<file path="src/rtl/bnn_sequencer_if.sv">
// Issue/result bundle between decode and the BNN sequencer.
// master = issuer (decode), slave = bnn_sequencer.
interface bnn_sequencer_if #(
  parameter int DATA_W = 32,
  parameter int ACC_W  = 6
);
  logic              ms_we_i;
  logic [2:0]        ms_wdata_i;
  logic              start_i;
  logic              en_threshold_i;
  logic [DATA_W-1:0] op_a_i;
  logic [DATA_W-1:0] op_b_i;
  logic [ACC_W-1:0]  threshold_i;
  logic              flush_i;
  logic [2:0]        ms_o;
  logic              busy_o;
  logic              stall_o;
  logic              done_o;
  logic [DATA_W-1:0] result_o;

  modport master (
    output ms_we_i, ms_wdata_i, start_i,
    output en_threshold_i, op_a_i, op_b_i,
    output threshold_i, flush_i,
    input  ms_o, busy_o, stall_o, done_o,
    input  result_o
  );

  modport slave (
    input  ms_we_i, ms_wdata_i, start_i,
    input  en_threshold_i, op_a_i, op_b_i,
    input  threshold_i, flush_i,
    output ms_o, busy_o, stall_o, done_o,
    output result_o
  );
endinterface

</file>
<file path="src/rtl/bnn_sequencer.sv">
// XNOR-popcount sequencer: BCNV/BNN, one kernel row per cycle.
// Ports: clk, reset_n (async low), bus (slave: issue + result).
// Option BNN_SEQ_BIPOLAR_EN: BCNV returns 2*acc - ms^2 (signed).
module bnn_sequencer #(
  parameter int DATA_W = 32,
  parameter int MAX_MS = 5,
  parameter int ACC_W  = $clog2(MAX_MS*MAX_MS+1)
) (
  input  logic           clk,
  input  logic           reset_n,
  bnn_sequencer_if.slave bus
);

  typedef enum logic [1:0] {
    IDLE,
    RUN,
    DONE
  } state_t;

  state_t            state;
  logic [2:0]        ms_r;
  logic [2:0]        ms_run;
  logic [2:0]        row;
  logic [DATA_W-1:0] sa;
  logic [DATA_W-1:0] sb;
  logic              thr_en;
  logic [ACC_W-1:0]  thr;
  logic [ACC_W-1:0]  acc;
  logic [ACC_W-1:0]  pc;
  logic [ACC_W-1:0]  acc_nx;
  logic              done;
  logic [DATA_W-1:0] result;
  logic              ms_ok;
  logic [2:0]        ms_eff;
  logic [DATA_W-1:0] res_nx;

  assign ms_ok = bus.ms_we_i
              && bus.ms_wdata_i != 3'd0
              && bus.ms_wdata_i <= 3'(MAX_MS);
  assign ms_eff = ms_ok ? bus.ms_wdata_i : ms_r;

  // Only the low ms_run bits hold the current row.
  always_comb begin
    pc = '0;
    for (int i = 0; i < MAX_MS; i++) begin
      if (i < int'(ms_run) && (sa[i] ~^ sb[i]))
        pc = pc + ACC_W'(1);
    end
  end

  assign acc_nx = acc + pc;

  always_comb begin
    res_nx = DATA_W'(acc_nx);
    if (thr_en) begin
      res_nx = {{(DATA_W-1){1'b0}}, acc_nx >= thr};
    end else begin
`ifdef BNN_SEQ_BIPOLAR_EN
      // Modular arithmetic yields the sign-extended value.
      res_nx = (DATA_W'(acc_nx) << 1)
             - DATA_W'(ms_run) * DATA_W'(ms_run);
`else
      res_nx = DATA_W'(acc_nx);
`endif
    end
  end

  always_ff @(posedge clk or negedge reset_n) begin
    if (!reset_n) begin
      state  <= IDLE;
      ms_r   <= 3'(MAX_MS);
      ms_run <= '0;
      row    <= '0;
      sa     <= '0;
      sb     <= '0;
      thr_en <= 1'b0;
      thr    <= '0;
      acc    <= '0;
      done   <= 1'b0;
      result <= '0;
    end else begin
      if (ms_ok)
        ms_r <= bus.ms_wdata_i;
      done <= 1'b0;
      if (bus.flush_i) begin
        state <= IDLE;
        acc   <= '0;
        row   <= '0;
      end else begin
        unique case (state)
          IDLE: begin
            if (bus.start_i) begin
              sa     <= bus.op_a_i;
              sb     <= bus.op_b_i;
              thr_en <= bus.en_threshold_i;
              thr    <= bus.threshold_i;
              ms_run <= ms_eff;
              acc    <= '0;
              row    <= '0;
              state  <= RUN;
            end
          end
          RUN: begin
            acc <= acc_nx;
            sa  <= sa >> ms_run;
            sb  <= sb >> ms_run;
            row <= row + 3'd1;
            if (row == ms_run - 3'd1) begin
              result <= res_nx;
              done   <= 1'b1;
              state  <= DONE;
            end
          end
          DONE: state <= IDLE;
          default: state <= IDLE;
        endcase
      end
    end
  end

  assign bus.ms_o     = ms_r;
  assign bus.busy_o   = state != IDLE;
  assign bus.stall_o  = (state == IDLE && bus.start_i
                      && !bus.flush_i) || state == RUN;
  assign bus.done_o   = done;
  assign bus.result_o = result;

endmodule

</file>
<file path="src/flat_wrapper.sv">
// flat-port wrapper written by rule: the top's interface ports become plain ports
module bnn_sequencer_flat 
#(
  parameter int DATA_W = 32,
  parameter int MAX_MS = 5,
  parameter int ACC_W  = $clog2(MAX_MS*MAX_MS+1)
)
  (clk, reset_n, bus_ms_we_i, bus_ms_wdata_i, bus_start_i, bus_en_threshold_i, bus_op_a_i, bus_op_b_i, bus_threshold_i, bus_flush_i, bus_ms_o, bus_busy_o, bus_stall_o, bus_done_o, bus_result_o);
  bnn_sequencer_if #(.DATA_W(DATA_W), .ACC_W(ACC_W)) bus_i ();
  input  logic clk;
  input  logic reset_n;
  input wire logic [$bits(bus_i.ms_we_i)-1:0] bus_ms_we_i;
  input wire logic [$bits(bus_i.ms_wdata_i)-1:0] bus_ms_wdata_i;
  input wire logic [$bits(bus_i.start_i)-1:0] bus_start_i;
  input wire logic [$bits(bus_i.en_threshold_i)-1:0] bus_en_threshold_i;
  input wire logic [$bits(bus_i.op_a_i)-1:0] bus_op_a_i;
  input wire logic [$bits(bus_i.op_b_i)-1:0] bus_op_b_i;
  input wire logic [$bits(bus_i.threshold_i)-1:0] bus_threshold_i;
  input wire logic [$bits(bus_i.flush_i)-1:0] bus_flush_i;
  output wire logic [$bits(bus_i.ms_o)-1:0] bus_ms_o;
  output wire logic [$bits(bus_i.busy_o)-1:0] bus_busy_o;
  output wire logic [$bits(bus_i.stall_o)-1:0] bus_stall_o;
  output wire logic [$bits(bus_i.done_o)-1:0] bus_done_o;
  output wire logic [$bits(bus_i.result_o)-1:0] bus_result_o;
  assign bus_i.ms_we_i = bus_ms_we_i;
  assign bus_i.ms_wdata_i = bus_ms_wdata_i;
  assign bus_i.start_i = bus_start_i;
  assign bus_i.en_threshold_i = bus_en_threshold_i;
  assign bus_i.op_a_i = bus_op_a_i;
  assign bus_i.op_b_i = bus_op_b_i;
  assign bus_i.threshold_i = bus_threshold_i;
  assign bus_i.flush_i = bus_flush_i;
  assign bus_ms_o = bus_i.ms_o;
  assign bus_busy_o = bus_i.busy_o;
  assign bus_stall_o = bus_i.stall_o;
  assign bus_done_o = bus_i.done_o;
  assign bus_result_o = bus_i.result_o;
  bnn_sequencer #(.DATA_W(DATA_W), .MAX_MS(MAX_MS), .ACC_W(ACC_W)) u_core (.clk(clk), .reset_n(reset_n), .bus(bus_i));
endmodule
</file>
<file path="config.mk">
export PLATFORM = sky130hd
export DESIGN_NAME = bnn_sequencer_flat
export DESIGN_NICKNAME = d
export VERILOG_FILES = /design/src/rtl/bnn_sequencer_if.sv /design/src/rtl/bnn_sequencer.sv /design/src/flat_wrapper.sv
export SDC_FILE = /design/constraint.sdc
export NUM_CORES = 1
export LEC_CHECK = 0
export CORE_MARGIN = 5
export CORE_UTILIZATION = 45
export DETAILED_ROUTE_END_ITERATION = 7
export PLACE_DENSITY = 0.72
export SYNTH_ARGS = -nofsm -noshare
export SYNTH_HDL_FRONTEND = slang
export SYNTH_SLANG_ARGS = --single-unit
</file>
<file path="constraint.sdc">
create_clock -name clk -period 11.7 [get_ports clk]
set_clock_uncertainty 0.15 [all_clocks]
set_input_delay 1.755 -clock clk [delete_from_list [all_inputs] [get_ports clk]]
set_output_delay 1.755 -clock clk [all_outputs]
set_load 0.1 [all_outputs]
</file>
==> flow_metrics.py <==
metrics = {
    "floorplanning": {
        "coreArea_um2": 15200,
        "die_x_um": 134.5,
        "floorplan.rows": 45,
        "start_util_pct": 45.92,
        "ios": 116,
        "die_h_um": 134.5,
        "dieArea_um2": 18100,
    },
    "power_and_ir_drop": {
        "power_mw": 2.214,
        "max-vdd-ir-drop_mv": 0.1218,
        "power.leakage_nw": 3.431,
        "power.density_nw_per_um2": 275.0,
    },
    "clock_network": {
        "clock_latency_ps": 360,
        "cts_setup_buffers": 0,
        "clk_pin_slew_ps": 70,
        "h-tree-depth": 3,
        "cts_tree": "built",
        "cts_buffers": 9,
        "cts_sinks": 92,
        "hold_buffers": 0,
        "post_cts_resized": 0,
        "cts_max_path_buffers": 2,
        "root_buffer": "clkbuf_16",
    },
    "routing": {
        "initialDrtViolationCount": 445,
        "detail-route-antenna-nets": 0,
        "firstDrtPassIters": 5,
        "drt_wl_total_um": 16510,
        "drc_errors": 0,
        "viasPerCell": 5.705,
        "wl_per_cell_um": 16.68,
        "vias": 5648,
    },
    "worst_setup_path": {
        "crit_type": "in2out",
        "crit_arrival_ps": 4040,
        "critPathRequiredTime_ps": 9800,
        "end_kind": "primary output",
        "cp_common_cell": "clkdlybuf4s50_1",
        "crit_slowest_cell": "clkdlybuf4s50_1",
        "critPathMaxStageDelay_ps": 1120,
        "crit_chain": "clkdlybuf4s50_1 -> nor3b_2 -> buf_4 -> or2_2 -> clkdlybuf4s50_1",
        "cp-start-kind": "input port",
        "reg2reg_depth": 22,
        "cp_max_fo": 22,
    },
    "timing": {
        "hold_violations": 0,
        "setup_tns_ps": 0,
        "finalCritPeriodShare_pct": 50.78,
        "maxSlewHeadroom_pct": 34.88,
        "max_freq_ghz": 0.1683,
        "worst_pin_slew_ps": 973.8,
        "post-route-min-period_ps": 5941,
        "setup_slack_ps": 5759,
        "rsz0062_at_grt": "false",
        "drv_slew": 0,
        "finalSetupViolCount": 0,
    },
    "hold_path": {
        "hp-class": "reg2reg",
        "hold_depth": 2,
    },
    "synthesis": {
        "synth_ff_type": "dfrtp_1",
        "synth.area.top_cells": "dfrtp_1, mux4_2, o21ai_0",
        "yosys.cell_types.count": 58,
        "synth_seq_cells": 92,
        "synth_top_area_share_pct": 32.26,
        "yosysMostFrequentCell": "nand2_1",
        "ys_seq_area_share_pct": 33.02,
        "netlist_instances": 746,
        "yosys_warnings": 0,
        "avgSynthCellArea_um2": 9.357,
        "netlist_top_cells_count": "nand2_1, o21ai_0, dfrtp_1",
        "synth_area_um2": 6980,
        "synth_largest_area_cell": "dfrtp_1",
        "synthArstFlopShare_pct": 100.0,
        "synth_edf_count": 0,
    },
    "final_layout": {
        "fill_cells": 1394,
        "fin_util_pct": 52.97,
        "area_growth_pct": 15.36,
        "final_nets": 893,
        "drive_gt1_share_pct": 11.72,
        "seq_area_um2": 2310,
        "num_antenna_cells": 0,
        "multi_input_comb_area_um2": 4184,
    },
    "status": {
        "status": "completed",
    },
    "grt": {
        "grt_usage_pct": 18.97,
        "grt_pass1_vias": 5484,
        "grt_pass1_wl_um": 28010,
        "grt-ovfl-total": 0,
        "grt_max_degree": 106,
        "antenna_found_initial": 0,
    },
    "placement": {
        "hpwl_um": 11510,
        "place_ws_ps": 5754,
        "io_buffers": 88,
        "gp_congestion": 0.8179,
    },
    "job": {
        "max_cap_violations": 0,
    },
}
-- flip-flops by register name, indices dropped and copies added (netlist names) --
name and count:
u_core.sa 32, u_core.bus.result_o 5, u_core.sb 32, u_core.ms_run 3, u_core.bus.ms_o 3, u_core.state 2
u_core.thr_en 1, u_core.bus.done_o 1, u_core.row 3, u_core.thr 5, u_core.acc 5
-- power breakdown --
group          internal, mW  switching [mW]
clock                 0.169           0.137
sequential            0.440           0.156
combinational         0.604           0.709
-- placed cells by master, fill, tap and decap left out, types with 3 or more instances in the layout --
cell	netlist	routed
nand3_1	25	25
o21ai_0	125	125
a22o_1	7	7
mux4_1	4	4
ha_1	17	17
a21o_1	4	4
mux2i_1	37	37
a221oi_1	3	3
clkdlybuf4s50_1	0	87
clkbuf_16	0	9
a31oi_1	4	4
xnor2_1	12	12
nand2b_1	9	9
mux2_2	7	7
conb_1	1	27
xor2_1	4	4
buf_4	35	10
a311o_1	3	3
dfrtp_1	90	88
a22oi_1	4	4
inv_1	18	17
o21ai_1	3	3
o211ai_1	5	5
mux4_2	45	45
nand2_1	163	163
a21oi_1	5	5
o31ai_1	3	3
and2_1	3	3
nor2_1	21	21
nor2b_1	4	3
-- metrics by stage --
stage	instance area [um2]	instances	hold slack, ps
finish	8053	990	338.1
CTS	8053	990	341.1
global placement	7746	974	316.1
detailed placement	7746	974	324.7
floorplan	7078	772	306.3
global route	8053	990	368.4
-- cells by family after synthesis --
logic type                 after synthesis  share of synthesized area [%]
and+or+nand+nor                        239                          14.57
AOI/OAI and AO/OA                      183                          15.43
buffers and inverters                  102                          8.568
muxes                                   94                          22.67
DFF                                     92                          33.02
adders and majority gates               18                          3.334
xor gates and xnor gates                17                          2.348
other                                    1                        0.05372
-- per-layer routing --
layer	up-vias	wire length, um	track usage (%)
met3	20	1128	3.167
met1	2714	7470	27.47
met2	194	7594	28.72
met4	0	319	7.070
li1	2720	-	-
met5	-	0	0
-- path summary, 6_finish.rpt --
| check | start | slack (ps) | to |
|---|---|---|---|
| hold reg to reg | u_core.bus.result_o[0] | 340 | u_core.bus.result_o[0] |
| setup / recovery | bus_flush_i | 5760 | bus_stall_o |
| setup reg to reg | u_core.ms_run[1] | 6300 | u_core.bus.result_o[0] |
| max in group asynchronous | reset_n | 9010 | u_core.ms_run[0] |
| min in group asynchronous | reset_n | 1130 | u_core.bus.done_o |
| hold / removal | u_core.bus.result_o[0] | 340 | u_core.bus.result_o[0] |
-- area by class of cell --
class	instances	share of cell area (%)
inverter	19	0.8856
sequential	92	28.68
tap	188	2.921
timing repair buffer	97	11.75
multi-input combinational	578	51.96
clock buffer	9	2.797
clock inverter	7	1.010
-- worst max-delay path: cells and delay by family --
family	cells	cell delay (ps)
buf+inv	3	1920
simple gates	2	350
(Power assumes the default switching activity.)
